**src/rtl/traffic_light_fsm.sv**
```systemverilog
// traffic_light_fsm: two-direction intersection sequencer with per-direction countdowns.
// Define TLF_ALL_RED_EN to insert all-red clearance phases after each yellow.
module traffic_light_fsm #(
   parameter int GREEN_TIME  = 25,
   parameter int YELLOW_TIME = 3,
   parameter int ALLRED_TIME = 2,
   parameter int TICK_DIV    = 1
) (
   input  logic       clk,
   input  logic       rst_n,
   output logic [7:0] count1,
   output logic [7:0] count2,
   output logic [2:0] light1,
   output logic [2:0] light2
);

`ifdef TLF_ALL_RED_EN
   localparam int AR_TIME = ALLRED_TIME;
`else
   localparam int AR_TIME = 0;
`endif

   localparam int         PW       = (TICK_DIV > 1) ? $clog2(TICK_DIV) : 1;
   localparam logic [7:0] G_LEN    = 8'(GREEN_TIME);
   localparam logic [7:0] Y_LEN    = 8'(YELLOW_TIME);
   localparam logic [7:0] A_LEN    = 8'(AR_TIME);
   localparam logic [7:0] HALF_LEN = 8'(GREEN_TIME + YELLOW_TIME + AR_TIME);

   localparam logic [2:0] LAMP_G = 3'b001;
   localparam logic [2:0] LAMP_Y = 3'b010;
   localparam logic [2:0] LAMP_R = 3'b100;

   typedef enum logic [2:0] {
      S_G1  = 3'd0,
      S_Y1  = 3'd1,
      S_AR1 = 3'd2,
      S_G2  = 3'd3,
      S_Y2  = 3'd4,
      S_AR2 = 3'd5
   } state_t;

   state_t     r_state;
   logic [7:0] r_t;
   logic       w_tick;
   logic       w_state_ok;

   generate
      if (TICK_DIV > 1) begin : g_presc
         logic [PW-1:0] r_presc;

         always_ff @(posedge clk or negedge rst_n) begin
            if (!rst_n) begin
               r_presc <= '0;
            end else if (w_tick) begin
               r_presc <= '0;
            end else begin
               r_presc <= r_presc + 1'b1;
            end
         end

         assign w_tick = (r_presc == PW'(TICK_DIV - 1));
      end else begin : g_no_presc
         assign w_tick = 1'b1;
      end
   endgenerate

   assign w_state_ok = (r_state inside {S_G1, S_Y1, S_AR1, S_G2, S_Y2, S_AR2});

   // A timer of 0 can only come from an upset; treat it as expiry so the phase still ends.
   always_ff @(posedge clk or negedge rst_n) begin
      if (!rst_n) begin
         r_state <= S_G1;
         r_t     <= G_LEN;
      end else if (!w_state_ok) begin
         r_state <= S_G1;
         r_t     <= G_LEN;
      end else if (w_tick) begin
         if (r_t > 8'd1) begin
            r_t <= r_t - 8'd1;
         end else begin
            case (r_state)
               S_G1: begin
                  r_state <= S_Y1;
                  r_t     <= Y_LEN;
               end
               S_Y1: begin
`ifdef TLF_ALL_RED_EN
                  r_state <= S_AR1;
                  r_t     <= A_LEN;
`else
                  r_state <= S_G2;
                  r_t     <= G_LEN;
`endif
               end
               S_AR1: begin
                  r_state <= S_G2;
                  r_t     <= G_LEN;
               end
               S_G2: begin
                  r_state <= S_Y2;
                  r_t     <= Y_LEN;
               end
               S_Y2: begin
`ifdef TLF_ALL_RED_EN
                  r_state <= S_AR2;
                  r_t     <= A_LEN;
`else
                  r_state <= S_G1;
                  r_t     <= G_LEN;
`endif
               end
               default: begin
                  r_state <= S_G1;
                  r_t     <= G_LEN;
               end
            endcase
         end
      end
   end

   // Red lights count to their next green, so they include the other side's remaining phases.
   always_comb begin
      light1 = LAMP_R;
      light2 = LAMP_R;
      count1 = r_t;
      count2 = r_t;
      case (r_state)
         S_G1: begin
            light1 = LAMP_G;
            count2 = r_t + Y_LEN + A_LEN;
         end
         S_Y1: begin
            light1 = LAMP_Y;
            count2 = r_t + A_LEN;
         end
         S_AR1: begin
            count1 = r_t + HALF_LEN;
         end
         S_G2: begin
            light2 = LAMP_G;
            count1 = r_t + Y_LEN + A_LEN;
         end
         S_Y2: begin
            light2 = LAMP_Y;
            count1 = r_t + A_LEN;
         end
         S_AR2: begin
            count2 = r_t + HALF_LEN;
         end
         default: begin
            light1 = LAMP_R;
            light2 = LAMP_R;
         end
      endcase
   end

endmodule

```
**config.mk**
```make
export PLATFORM = sky130hd
export DESIGN_NAME = traffic_light_fsm
export DESIGN_NICKNAME = d
export VERILOG_FILES = /design/src/rtl/traffic_light_fsm.sv
export SDC_FILE = /design/constraint.sdc
export NUM_CORES = 1
export LEC_CHECK = 0
export ABC_AREA = 1
export BUFFER_PORTS_ARGS = -buffer_cell sky130_fd_sc_hd__buf_2
export CAP_MARGIN = 5
export CELL_PAD_IN_SITES_DETAIL_PLACEMENT = 0
export CELL_PAD_IN_SITES_GLOBAL_PLACEMENT = 1
export CORE_MARGIN = 3
export CORE_UTILIZATION = 39
export CTS_BUF_LIST = sky130_fd_sc_hd__clkbuf_16
export CTS_CLUSTER_DIAMETER = 30
export DETAILED_ROUTE_END_ITERATION = 7
export GPL_TIMING_DRIVEN = 0
export PLACE_DENSITY_LB_ADDON = 0.1
export SLEW_MARGIN = 10
export SYNTH_ARGS = -nofsm -noshare
export SYNTH_HDL_FRONTEND = slang
export SYNTH_SLANG_ARGS = --single-unit
```
**constraint.sdc**
```tcl
create_clock -name clk -period 5.15 [get_ports clk]
set_input_delay 1.03 -clock clk [delete_from_list [all_inputs] [get_ports clk]]
set_output_delay 1.03 -clock clk [all_outputs]
set_load 0.03 [all_outputs]
```
* Word level (Yosys, flattened, before mapping)
Cells that the tools add are included.
Storage, ports and cells: output and inout bits 22, memories kept 0, latch bits 0, word-level logic and storage cells 26, flip-flop bits (word level) 11, input bits 2, bits in writable memories 0, memory bits (read-only) 0
Operators by class: bitwise gates (word level) 0, add/subtract/negate cells 3, equal/unequal tests 6, shifts and indexed selects 0, divide/modulo/power cells 0, reductions and logical operators 4, $mul 0, order comparisons 1, multiplexer cells 10
Operators with widths (count):
- 8-bit case mux with 2 select lines | 2
- 8-bit two-way mux | 2
- 3-bit case mux with 2 select lines | 2
- 3-bit case mux with 3 select lines | 1
- 8-bit by 2-bit adder with 8-bit output, second input constant | 1
- 8-bit by 5-bit adder with 8-bit output, second input constant | 1
- 8-bit by 1-bit > comparator with 1-bit output, second input constant | 1
- 8-bit by 1-bit subtractor with 8-bit output, second input constant | 1
- 3-bit by 2-bit == test with 1-bit output, second input constant | 2
- 3-bit == test, second input constant | 2
- 3-bit two-way mux | 2
- 6-bit nonzero test | 1
- 5-bit two-way mux | 1
- 2-bit OR reduction | 2
- 3-bit by 1-bit == test with 1-bit output, second input constant | 1
- 3-bit zero test | 1
- 2-bit inequality test, second input constant | 1

* Logic depth before layout (Yosys ltp)
Gate-level depths: netlist of run 1.
depth after elaboration 5, depth in mapped cells 9

* Worst setup path after synthesis of run 1
Ideal clock, no wire load.
kind register to output, start reg r_t[0], end out count1[1], arrival time 1632 ps, slack 2488 ps, data required time 4120 ps, path buffers 0, stages on the path, launching flop included 4, cells stage by stage dfstp_2 > inv_1 > ha_1 > o21ai_0
On the way: cells in the longest elaborated chain, start to end 2, elaborated cells on any way between the ends 3, classes of those cells 2 x add/sub; 1 x mux
Ends and longest elaborated chain:
- from (decl) | RTL line 43 | logic [7:0] r_t;
- from (signal assigned) | RTL line 79 | r_t <= r_t - 8'd1;
- 8-bit by 2-bit adder with 8-bit output or 8-bit by 5-bit adder with 8-bit output (tied branches) | RTL line 141, 137
- 8-bit case mux with 2 select lines * | RTL line 127 | case (r_state)
- to (decl) | RTL line 11 | output logic [7:0] count1,
Every way passes the cells marked *; elsewhere a longest branch is shown, timed or not.

* Final worst setup path of run 1
start reg r_t[2], end out count2[6]
On the way: cells in the longest elaborated chain, start to end 2, elaborated cells on any way between the ends 3, classes of those cells 2 x add/sub; 1 x mux
Ends and longest elaborated chain:
- 8-bit by 5-bit adder with 8-bit output or 8-bit by 2-bit adder with 8-bit output (tied branches) | RTL line 148, 130
- 8-bit case mux with 2 select lines * | RTL line 127
- to (decl) | RTL line 12 | output logic [7:0] count2,
Marked as above.

==> flow_metrics.env, run 1 <==
export IMPL_die_w_um=59.89
export IMPL_hold_path_class="reg -> reg"
export IMPL_antenna_left=0
export IMPL_slew_headroom_pct=79.68
export IMPL_antenna_found_initial=0
export IMPL_grt_usage_pct=19.75
export IMPL_worst_r2r_path_depth=9
export IMPL_maxCapViolCount=0
export IMPL_first_global_vias=1157
export IMPL_ios=24
export IMPL_coreArea_um2=2613
export IMPL_cts_resized_gates=0
export IMPL_nets=228
export IMPL_power_leakage_uw=0.0007748
export IMPL_synthesis_nets=200
export IMPL_skew_ns=0.001799
export IMPL_cts_buffer_depth=2
export IMPL_fillerInstances=284
export IMPL_grt_first_pass_wirelength_um=5313
export IMPL_cts_setup_buffers=0
export IMPL_cts_root_buf="clkbuf_16"
export IMPL_fmax_mhz=326.1
export IMPL_diodes=0
export IMPL_synth_seq_cells=11
export IMPL_irDropWorstVdd_mv=0.1940
export IMPL_path_class="reg -> out"
export IMPL_slew_viol_final=0
export IMPL_drc=0
export IMPL_power_density_nw_per_um2=167.2
export IMPL_cts_tree="built"
export IMPL_drive_gt1_share_pct=18.55
export IMPL_clock_sinks=11
export IMPL_min_from="r_t[0]$_DFF_PN1_"
export IMPL_clkSlewWorstSetupHoldPaths_ns=0.04
export IMPL_seq_area_frac_synth_pct=24.64
export IMPL_crit_path_start_kind="register"
export IMPL_rr_startpoint="r_t[2]$_DFF_PN0_"
export IMPL_detail_route_wl_per_cell_um=12.47
export IMPL_port_buffers=23
export IMPL_met2_usage_pct=30.40
export IMPL_synth_edff_count=0
export IMPL_setup_worst_path_end="count2[6]"
export IMPL_period_minus_slack_ns=3.067
export IMPL_worst_pin_slew_ns=0.3037
export IMPL_ys_flop_type="dfrtp_1"
export IMPL_rrSetupSlack_ns=3.26
export IMPL_grt_overflow_total=0
export IMPL_cts_inserted_buffers=3
export IMPL_grt_met3_usage_pct=4.968
export IMPL_die_area_um2=3586
export IMPL_area_delta_synth_final_pct=20.44
export IMPL_die_h_um=59.89
export IMPL_setup_tns_ns=0
export IMPL_reg2reg_to="r_state[0]$_DFFE_PN0P_"
export IMPL_grt_start_max_net_pins=12
export IMPL_post_place_ws_ns=2.320
export IMPL_syn_inst=194
export IMPL_timing_final_crit_share_pct=59.55
export IMPL_grt_busiest_layer="met2"
export IMPL_async_flop_share_pct=100.0
export IMPL_ys_types=21
export IMPL_rsz0062_at_grt="no"
export IMPL_routabilityCongestion=0.8212
export IMPL_status="finished, final reports clean"
export IMPL_dr_total_vias=1280
export IMPL_drt_initial_drc_count=60
export IMPL_synth_avg_cell_area_um2=5.837
export IMPL_rows=18
export IMPL_cp_end_kind="output port"
export IMPL_crit_arrival_ns=2.04
export IMPL_start_util_pct=43.34
export IMPL_grt_util_met1_pct=28.05
export IMPL_setup_viol=0
export IMPL_timing_final_ws_setup_ns=2.083
export IMPL_synth_warnings=0
export IMPL_syn_area_um2=1132
export IMPL_cp_max_fo=7
export IMPL_postRouteWirelength_um=3130
export IMPL_hold_viol_final=0
export IMPL_crit_start="r_t[2]$_DFF_PN0_"
export IMPL_hpwl_um=2490
export IMPL_timing_hold_ws_ns=0.4741
export IMPL_worst_endpoint_required_ns=4.12
export IMPL_drt_pass1_iter_count=4
export IMPL_hold_buffers=0
export IMPL_vias_per_cell=5.100
export IMPL_insertion_delay_ns=0.24
export IMPL_htree_num_levels=1
[worst min-delay path by stage]
stage	slack, ns	endpoint	cells past startpoint
6_report	0.47	r_t[0]$_DFF_PN1_	1
5_1_grt	0.49	r_t[0]$_DFF_PN1_	1
4_1_cts	0.48	r_t[0]$_DFF_PN1_	1
3_5_place_dp	0.47	r_t[0]$_DFF_PN1_	1
3_3_place_gp	0.46	r_t[0]$_DFF_PN1_	1
2_1_floorplan	0.45	r_t[0]$_DFF_PN1_	1
[area by class of cell]
class / instances / area (um2) / share of cell area (%)
Buffer: 3 / 20.02 / 1.468
Tap cell: 30 / 37.54 / 2.752
Clock buffer: 3 / 75.07 / 5.505
Clock inverter: 1 / 3.754 / 0.2752
Timing Repair Buffer: 23 / 115.1 / 8.440
Inverter: 31 / 116.4 / 8.532
Multi-Input combinational cell: 149 / 716.9 / 52.57
Sequential cell: 11 / 279.0 / 20.46
[flip-flops by register name (all words and copies together) (netlist names)]
| register | cells |
|---|---|
| r_state | 3 |
| r_t | 8 |
[cell usage in the layout (no fill, tap or decap), types with 2 or more instances in the layout]
master,instances
o21ai_0,11
nand3_1,31
xor2_1,5
buf_2,23
clkbuf_16,3
a21oi_1,2
ha_1,4
inv_1,30
inv_2,2
nor2_1,19
dfrtp_1,8
dfstp_2,3
nand2_1,66
nand2_2,2
nor2_2,3
buf_4,2
[layer usage]
metal / vias to the layer above / routed length (um)
li1: 661 / -
met1: 587 / 1506
met2: 30 / 1440
met3: 2 / 175
met4: 0 / 8
met5: - / 0
[worst max-delay path: stages (launching register included)]
cell and delay, ns:
dfrtp_1 0.44, inv_1 0.24, ha_1 0.25, inv_1 0.06, nor2_1 0.24, inv_1 0.12, nand3_1 0.10, nand3_1 0.09
nand3_1 0.07, buf_2 0.19
[logic make-up after synthesis]
kind of cell             count (synthesis)  synth area share (%)
AND/OR/NAND/NOR                        124                 47.29
buffers and inverters                   34                 12.04
AO/OA/AOI/OAI                           15                 6.962
flip-flops                              11                 24.64
XOR/XNOR                                 6                 4.641
adder cells (fa/ha/maj)                  4                 4.420
[power by group]
part | internal [uW] | leakage (uW) | total (uW) | switching (uW)
Combinational | 0.279 | 0.000588 | 1.95 | 1.67
Sequential | 86.9 | 0.000145 | 86.9 | 0
Clock | 102 | 0.0000423 | 139 | 37.4
[synth_stat cells, types with 2 or more instances]
cell type / number / share of area (%)
ha_1: 4 / 4.4
nand3_1: 31 / 14
a21oi_1: 2 / 0.88
inv_2: 2 / 0.66
nor2_2: 3 / 1.7
o21ai_0: 11 / 4.9
dfstp_2: 3 / 7.0
nor2_1: 19 / 6.3
dfrtp_1: 8 / 18
nand2_1: 66 / 22
inv_1: 29 / 9.6
nand2_2: 2 / 1.1
buf_4: 2 / 1.3
xor2_1: 5 / 3.9
[per-stage QoR]
| stage | total power, uW | instance area [um2] | cells | util [%] |
|---|---|---|---|---|
| after floorplan | 88.06 | 1132 | 194 | - |
| after global placement | 90.08 | 1285 | 247 | 49.19 |
| after detailed placement | 90.11 | 1285 | 247 | 49.19 |
| after CTS | 230.4 | 1364 | 251 | 52.20 |
| after global routing | 236.5 | 1364 | 251 | 52.20 |
| final | 228.0 | 1364 | 251 | 52.20 |
Note: power is estimated with default switching activity, not from simulation.
==> run 2, diff against run 1 <==
CORE_UTILIZATION = 36   (was 39)
clock period = 3.2 ns   (was 5.15 ns; I/O delays follow)
==> run 2 against run 1 <==
Net effect: power up 61%; worst setup slack worse by 1.6 ns; sequential cell count unchanged; critical path type unchanged.
==> flow_metrics.env, run 2 (same netlist as run 1, synthesis figures left out) <==
export IMPL_postRouteWirelength_um=3125
export IMPL_power_leakage_uw=0.0007748
export IMPL_top_regs="r_t (8), r_state (3)"
export IMPL_crit_path_start_kind="register"
export IMPL_worst_endpoint_required_ns=2.56
export IMPL_detail_route_wl_per_cell_um=11.88
export IMPL_rsz0062_at_grt="no"
export IMPL_path_class="reg -> out"
export IMPL_layout_cells_most_common="nand2_1"
export IMPL_path_cells="inv_1, ha_1, inv_1, nor2_1, inv_1, nand3_1, nand3_1, nand3_1, buf_2"
export IMPL_setup_tns_ns=0
export IMPL_timing_final_crit_share_pct=83.73
export IMPL_rrSetupSlack_ns=1.30
export IMPL_cts_inserted_buffers=3
export IMPL_dr_total_vias=1269
export IMPL_grt_overflow_total=0
export IMPL_critPathMaxStageDelay_ns=0.42
export IMPL_nets=228
export IMPL_clkSlewWorstSetupHoldPaths_ns=0.04
export IMPL_slew_headroom_pct=79.50
export IMPL_die_h_um=62.09
export IMPL_htree_num_levels=1
export IMPL_irDropWorstVdd_mv=0.2451
export IMPL_power_density_nw_per_um2=266.5
export IMPL_setup_viol=0
export IMPL_coreArea_um2=2877
export IMPL_period_minus_slack_ns=2.679
export IMPL_insertion_delay_ns=0.24
export IMPL_hold_path_class="in -> async"
export IMPL_cts_tree="built"
export IMPL_skew_ns=0.0006636
export IMPL_cp_top_family="buffers and inverters"
export IMPL_slew_viol_final=0
export IMPL_routabilityCongestion=0.8621
export IMPL_cp_depth=9
export IMPL_grt_usage_pct=18.31
export IMPL_drc=0
export IMPL_cts_setup_buffers=0
export IMPL_start_util_pct=39.36
export IMPL_worst_pin_slew_ns=0.3072
export IMPL_hpwl_um=2494
export IMPL_timing_hold_ws_ns=0.2708
export IMPL_crit_arrival_ns=2.04
export IMPL_largest_reg_flops=8
export IMPL_ios=24
export IMPL_clock_sinks=11
export IMPL_vias_per_cell=4.825
export IMPL_worst_r2r_path_depth=9
export IMPL_cts_resized_gates=0
export IMPL_cp_end_kind="output port"
export IMPL_layout_common_cells="66 x nand2_1, 31 x nand3_1, 30 x inv_1"
export IMPL_die_w_um=62.09
export IMPL_hold_buffers=0
export IMPL_critical_path_slowest_cell="dfrtp_1"
export IMPL_cts_root_buf="clkbuf_16"
export IMPL_port_buffers=23
export IMPL_status="finished, final reports clean"
export IMPL_cp_max_fo=7
export IMPL_drt_initial_drc_count=95
export IMPL_hold_viol_final=0
export IMPL_fmax_mhz=373.2
export IMPL_drt_pass1_iter_count=5
export IMPL_antenna_found_initial=0
export IMPL_cts_buffer_depth=2
export IMPL_fillerInstances=318
export IMPL_antenna_left=0
export IMPL_grt_start_max_net_pins=12
export IMPL_diodes=0
export IMPL_top_register="r_t"
export IMPL_maxCapViolCount=0
export IMPL_first_global_vias=1133
export IMPL_path_buf_inv=4
export IMPL_grt_first_pass_wirelength_um=5161
export IMPL_area_delta_synth_final_pct=21.77
export IMPL_drive_gt1_share_pct=18.55
export IMPL_rows=19
export IMPL_die_area_um2=3855
==> run 2: through the flow <==
step | util (%) | cell area (um2) | setup slack, ns | std cells | power, uW
final | 47.93 | 1379 | 0.5208 | 263 | 367.5
after global routing | 47.93 | 1379 | 0.3362 | 263 | 379.0
after CTS | 47.93 | 1379 | 0.5247 | 263 | 371.3
after detailed placement | 45.19 | 1300 | 0.7866 | 259 | 145.1
after global placement | 45.19 | 1300 | 0.8019 | 259 | 145.1
after floorplan | - | 1132 | 0.9285 | 194 | 141.7
==> run 2: worst paths after layout <==
kind | from | end
max in group asynchronous | rst_n | r_t[3]$_DFF_PN1_
hold / removal | rst_n | r_t[6]$_DFF_PN0_
min in group clk | r_t[0]$_DFF_PN1_ | r_t[0]$_DFF_PN1_
setup / recovery | r_t[2]$_DFF_PN0_ | count1[6]
hold reg to reg | r_t[0]$_DFF_PN1_ | r_t[0]$_DFF_PN1_
setup reg to reg | r_t[2]$_DFF_PN0_ | r_state[0]$_DFFE_PN0P_
==> run 2: layout make-up <==
| cell class | count | area (um2) | area share [%] |
|---|---|---|---|
| repair buffers | 23 | 115.1 | 8.348 |
| clock inverters | 1 | 3.754 | 0.2722 |
| inverters | 31 | 116.4 | 8.439 |
| multi-input cells | 149 | 716.9 | 52.00 |
| flip-flops and latches | 11 | 279.0 | 20.24 |
| well taps | 42 | 52.55 | 3.811 |
| clock buffers | 3 | 75.07 | 5.445 |
| plain buffers | 3 | 20.02 | 1.452 |
==> run 2: routing by layer <==
| layer | track usage (%) | vias up | part of all wire [%] |
|---|---|---|---|
| met5 | 0 | - | 0 |
| met2 | 27.81 | 33 | 45 |
| met3 | 4.752 | 2 | 6.6 |
| met1 | 26.38 | 575 | 48 |
| met4 | 3.030 | 0 | 0.26 |
| li1 | - | 659 | - |
==> run 2: where the power goes <==
part	switching (uW)	leakage [uW]	total, uW	internal (uW)
clock	60.5	0.0000423	224	164
combinational	2.71	0.000588	3.16	0.449
sequential	0	0.000145	140	140
==> run 3, diff against run 2 <==
CORE_UTILIZATION = 33   (was 36)
clock period = 2.3 ns   (was 3.2 ns; I/O delays follow)
==> run 3 against run 2 <==
Net effect: first-iteration DRC count rose by 14%; sequential power rose by 39%; via count barely moved; critical endpoint is now count2[6]; highest routed layer unchanged.
==> flow_metrics.env, run 3 (same netlist as run 1, synthesis figures left out) <==
export IMPL_hold_viol_final=0
export IMPL_dr_total_vias=1270
export IMPL_met2_usage_pct=28.35
export IMPL_p_clk_share_pct=61.5
export IMPL_maxCapViolCount=0
export IMPL_grt_met3_usage_pct=3.986
export IMPL_irDropWorstVdd_mv=0.3352
export IMPL_routabilityCongestion=0.8362
export IMPL_largest_reg_flops=8
export IMPL_clock_sinks=11
export IMPL_die_w_um=64.58
export IMPL_drc=0
export IMPL_power_density_nw_per_um2=359.3
export IMPL_grt_util_met1_pct=23.97
export IMPL_seq_power_share_pct=37.6
export IMPL_coreArea_um2=3153
export IMPL_crit_path_start_kind="register"
export IMPL_antenna_found_initial=0
export IMPL_cp_end_kind="output port"
export IMPL_sw_frac_of_total_pct=18.04
export IMPL_first_global_vias=1250
export IMPL_drive_gt1_share_pct=23.32
export IMPL_diodes=0
export IMPL_crit_arrival_ns=1.73
export IMPL_ios=24
export IMPL_cts_tree="built"
export IMPL_path_class="reg -> out"
export IMPL_rows=20
export IMPL_antenna_left=0
export IMPL_top_register="r_t"
export IMPL_critPathMaxStageDelay_ns=0.57
export IMPL_cts_inserted_buffers=3
export IMPL_layout_cells_most_common="nand2_1"
export IMPL_drt_pass1_iter_count=4
export IMPL_hold_buffers=0
export IMPL_worst_endpoint_required_ns=1.84
export IMPL_period_minus_slack_ns=2.186
export IMPL_area_sequential_um2=279.0
export IMPL_port_buffers=23
export IMPL_cp_max_fo=4
export IMPL_area_delta_synth_final_pct=27.07
export IMPL_start_util_pct=35.91
export IMPL_fmax_mhz=457.4
export IMPL_cts_buffer_depth=2
export IMPL_critical_path_slowest_cell="dfstp_2"
export IMPL_drt_initial_drc_count=108
export IMPL_slew_viol_final=0
export IMPL_hpwl_um=2572
export IMPL_clkSlewWorstSetupHoldPaths_ns=0.04
export IMPL_detail_route_wl_per_cell_um=12.63
export IMPL_grt_overflow_total=0
export IMPL_p_comb_share_pct=0.9
export IMPL_insertion_delay_ns=0.24
export IMPL_cts_root_buf="clkbuf_16"
export IMPL_die_h_um=64.58
export IMPL_setup_viol=0
export IMPL_grt_first_pass_wirelength_um=5761
export IMPL_postRouteWirelength_um=3372
export IMPL_power_leakage_uw=0.0007845
export IMPL_fillerInstances=359
export IMPL_die_area_um2=4170
export IMPL_internal_power_uw=423.7
export IMPL_layout_common_cells="65 x nand2_1, 31 x nand3_1, 26 x inv_1"
export IMPL_grt_usage_pct=17.85
export IMPL_path_cells="inv_2, ha_4, inv_2, nand2_2, o21ai_1, nand3_1, nand3_1, buf_4"
export IMPL_slew_headroom_pct=79.38
export IMPL_path_buf_inv=3
export IMPL_multi_input_area_um2=745.7
export IMPL_timing_final_crit_share_pct=95.06
export IMPL_worst_pin_slew_ns=0.3082
export IMPL_power_switching_uw=93.27
export IMPL_rsz0062_at_grt="no"
export IMPL_skew_ns=0.004329
export IMPL_nets=230
export IMPL_vias_per_cell=4.757
export IMPL_grt_start_max_net_pins=12
export IMPL_finalCoreUtilization_pct=45.63
export IMPL_hold_path_class="in -> async"
export IMPL_setup_tns_ns=0
export IMPL_cp_top_family="flip-flops"
export IMPL_status="finished, final reports clean"
export IMPL_top_regs="r_t (8), r_state (3)"
export IMPL_htree_num_levels=1
export IMPL_grt_busiest_layer="met2"
run 3: final timing paths:
path	end	cells after the start	slack, ns	startpoint
setup / recovery	count2[6]	8	0.11	r_t[0]$_DFF_PN1_
hold reg to reg	r_t[0]$_DFF_PN1_	1	0.49	r_t[0]$_DFF_PN1_
min in group clk	r_t[0]$_DFF_PN1_	1	0.49	r_t[0]$_DFF_PN1_
max in group asynchronous	r_t[3]$_DFF_PN1_	1	1.95	rst_n
setup reg to reg	r_t[7]$_DFF_PN0_	9	0.63	r_t[0]$_DFF_PN1_
hold / removal	r_t[6]$_DFF_PN0_	1	0.09	rst_n
run 3: power groups by stage:
| stage | Combinational (uW) | Sequential [uW] | Clock, uW |
|---|---|---|---|
| final | 4.44 | 194 | 318 |
| after global routing | 5.41 | 194 | 335 |
| after CTS | 5.06 | 194 | 323 |
| after detailed placement | 5.04 | 197 | 0 |
| after global placement | 4.84 | 197 | 0 |
| after floorplan | 0.000481 | 197 | 0 |
run 3: per-stage QoR:
step	setup slack, ns	instances	hold slack, ns	total power [uW]	cell area, um2
2_1_floorplan	0.2085	194	0.1644	197.2	1132
3_3_place_gp	0.07396	261	0.3498	202.0	1303
4_1_cts	0.009919	267	0.1010	522.7	1411
6_report	0.1136	267	0.08622	517.0	1439
5_1_grt	0.01185	267	0.1068	534.8	1439
3_5_place_dp	0.05496	261	0.3556	202.2	1303
run 3: per-layer routing:
metal  wire length, um  share of wire (%)
met5                 0                  0
met4                12               0.36
met3               198                5.9
met2              1604                 48
met1              1556                 46
run 3: area by class of cell:
cell class              instances  area share, %
multi-input cells             149          51.83
flip-flops and latches         11          19.39
repair buffers                 25          10.00
inverters                      31          8.087
clock buffers                   3          5.217
well taps                      44          3.826
plain buffers                   3          1.391
clock inverters                 1         0.2609
run 3: timing repair:
| action | 4_1_cts | 5_1_grt |
|---|---|---|
| setup endpoints to repair | 4 | 5 |
| gates resized for setup | 10 | 8 |
| setup buffers | 2 | 0 |
| endpoints found under the hold margin | 0 | 0 |
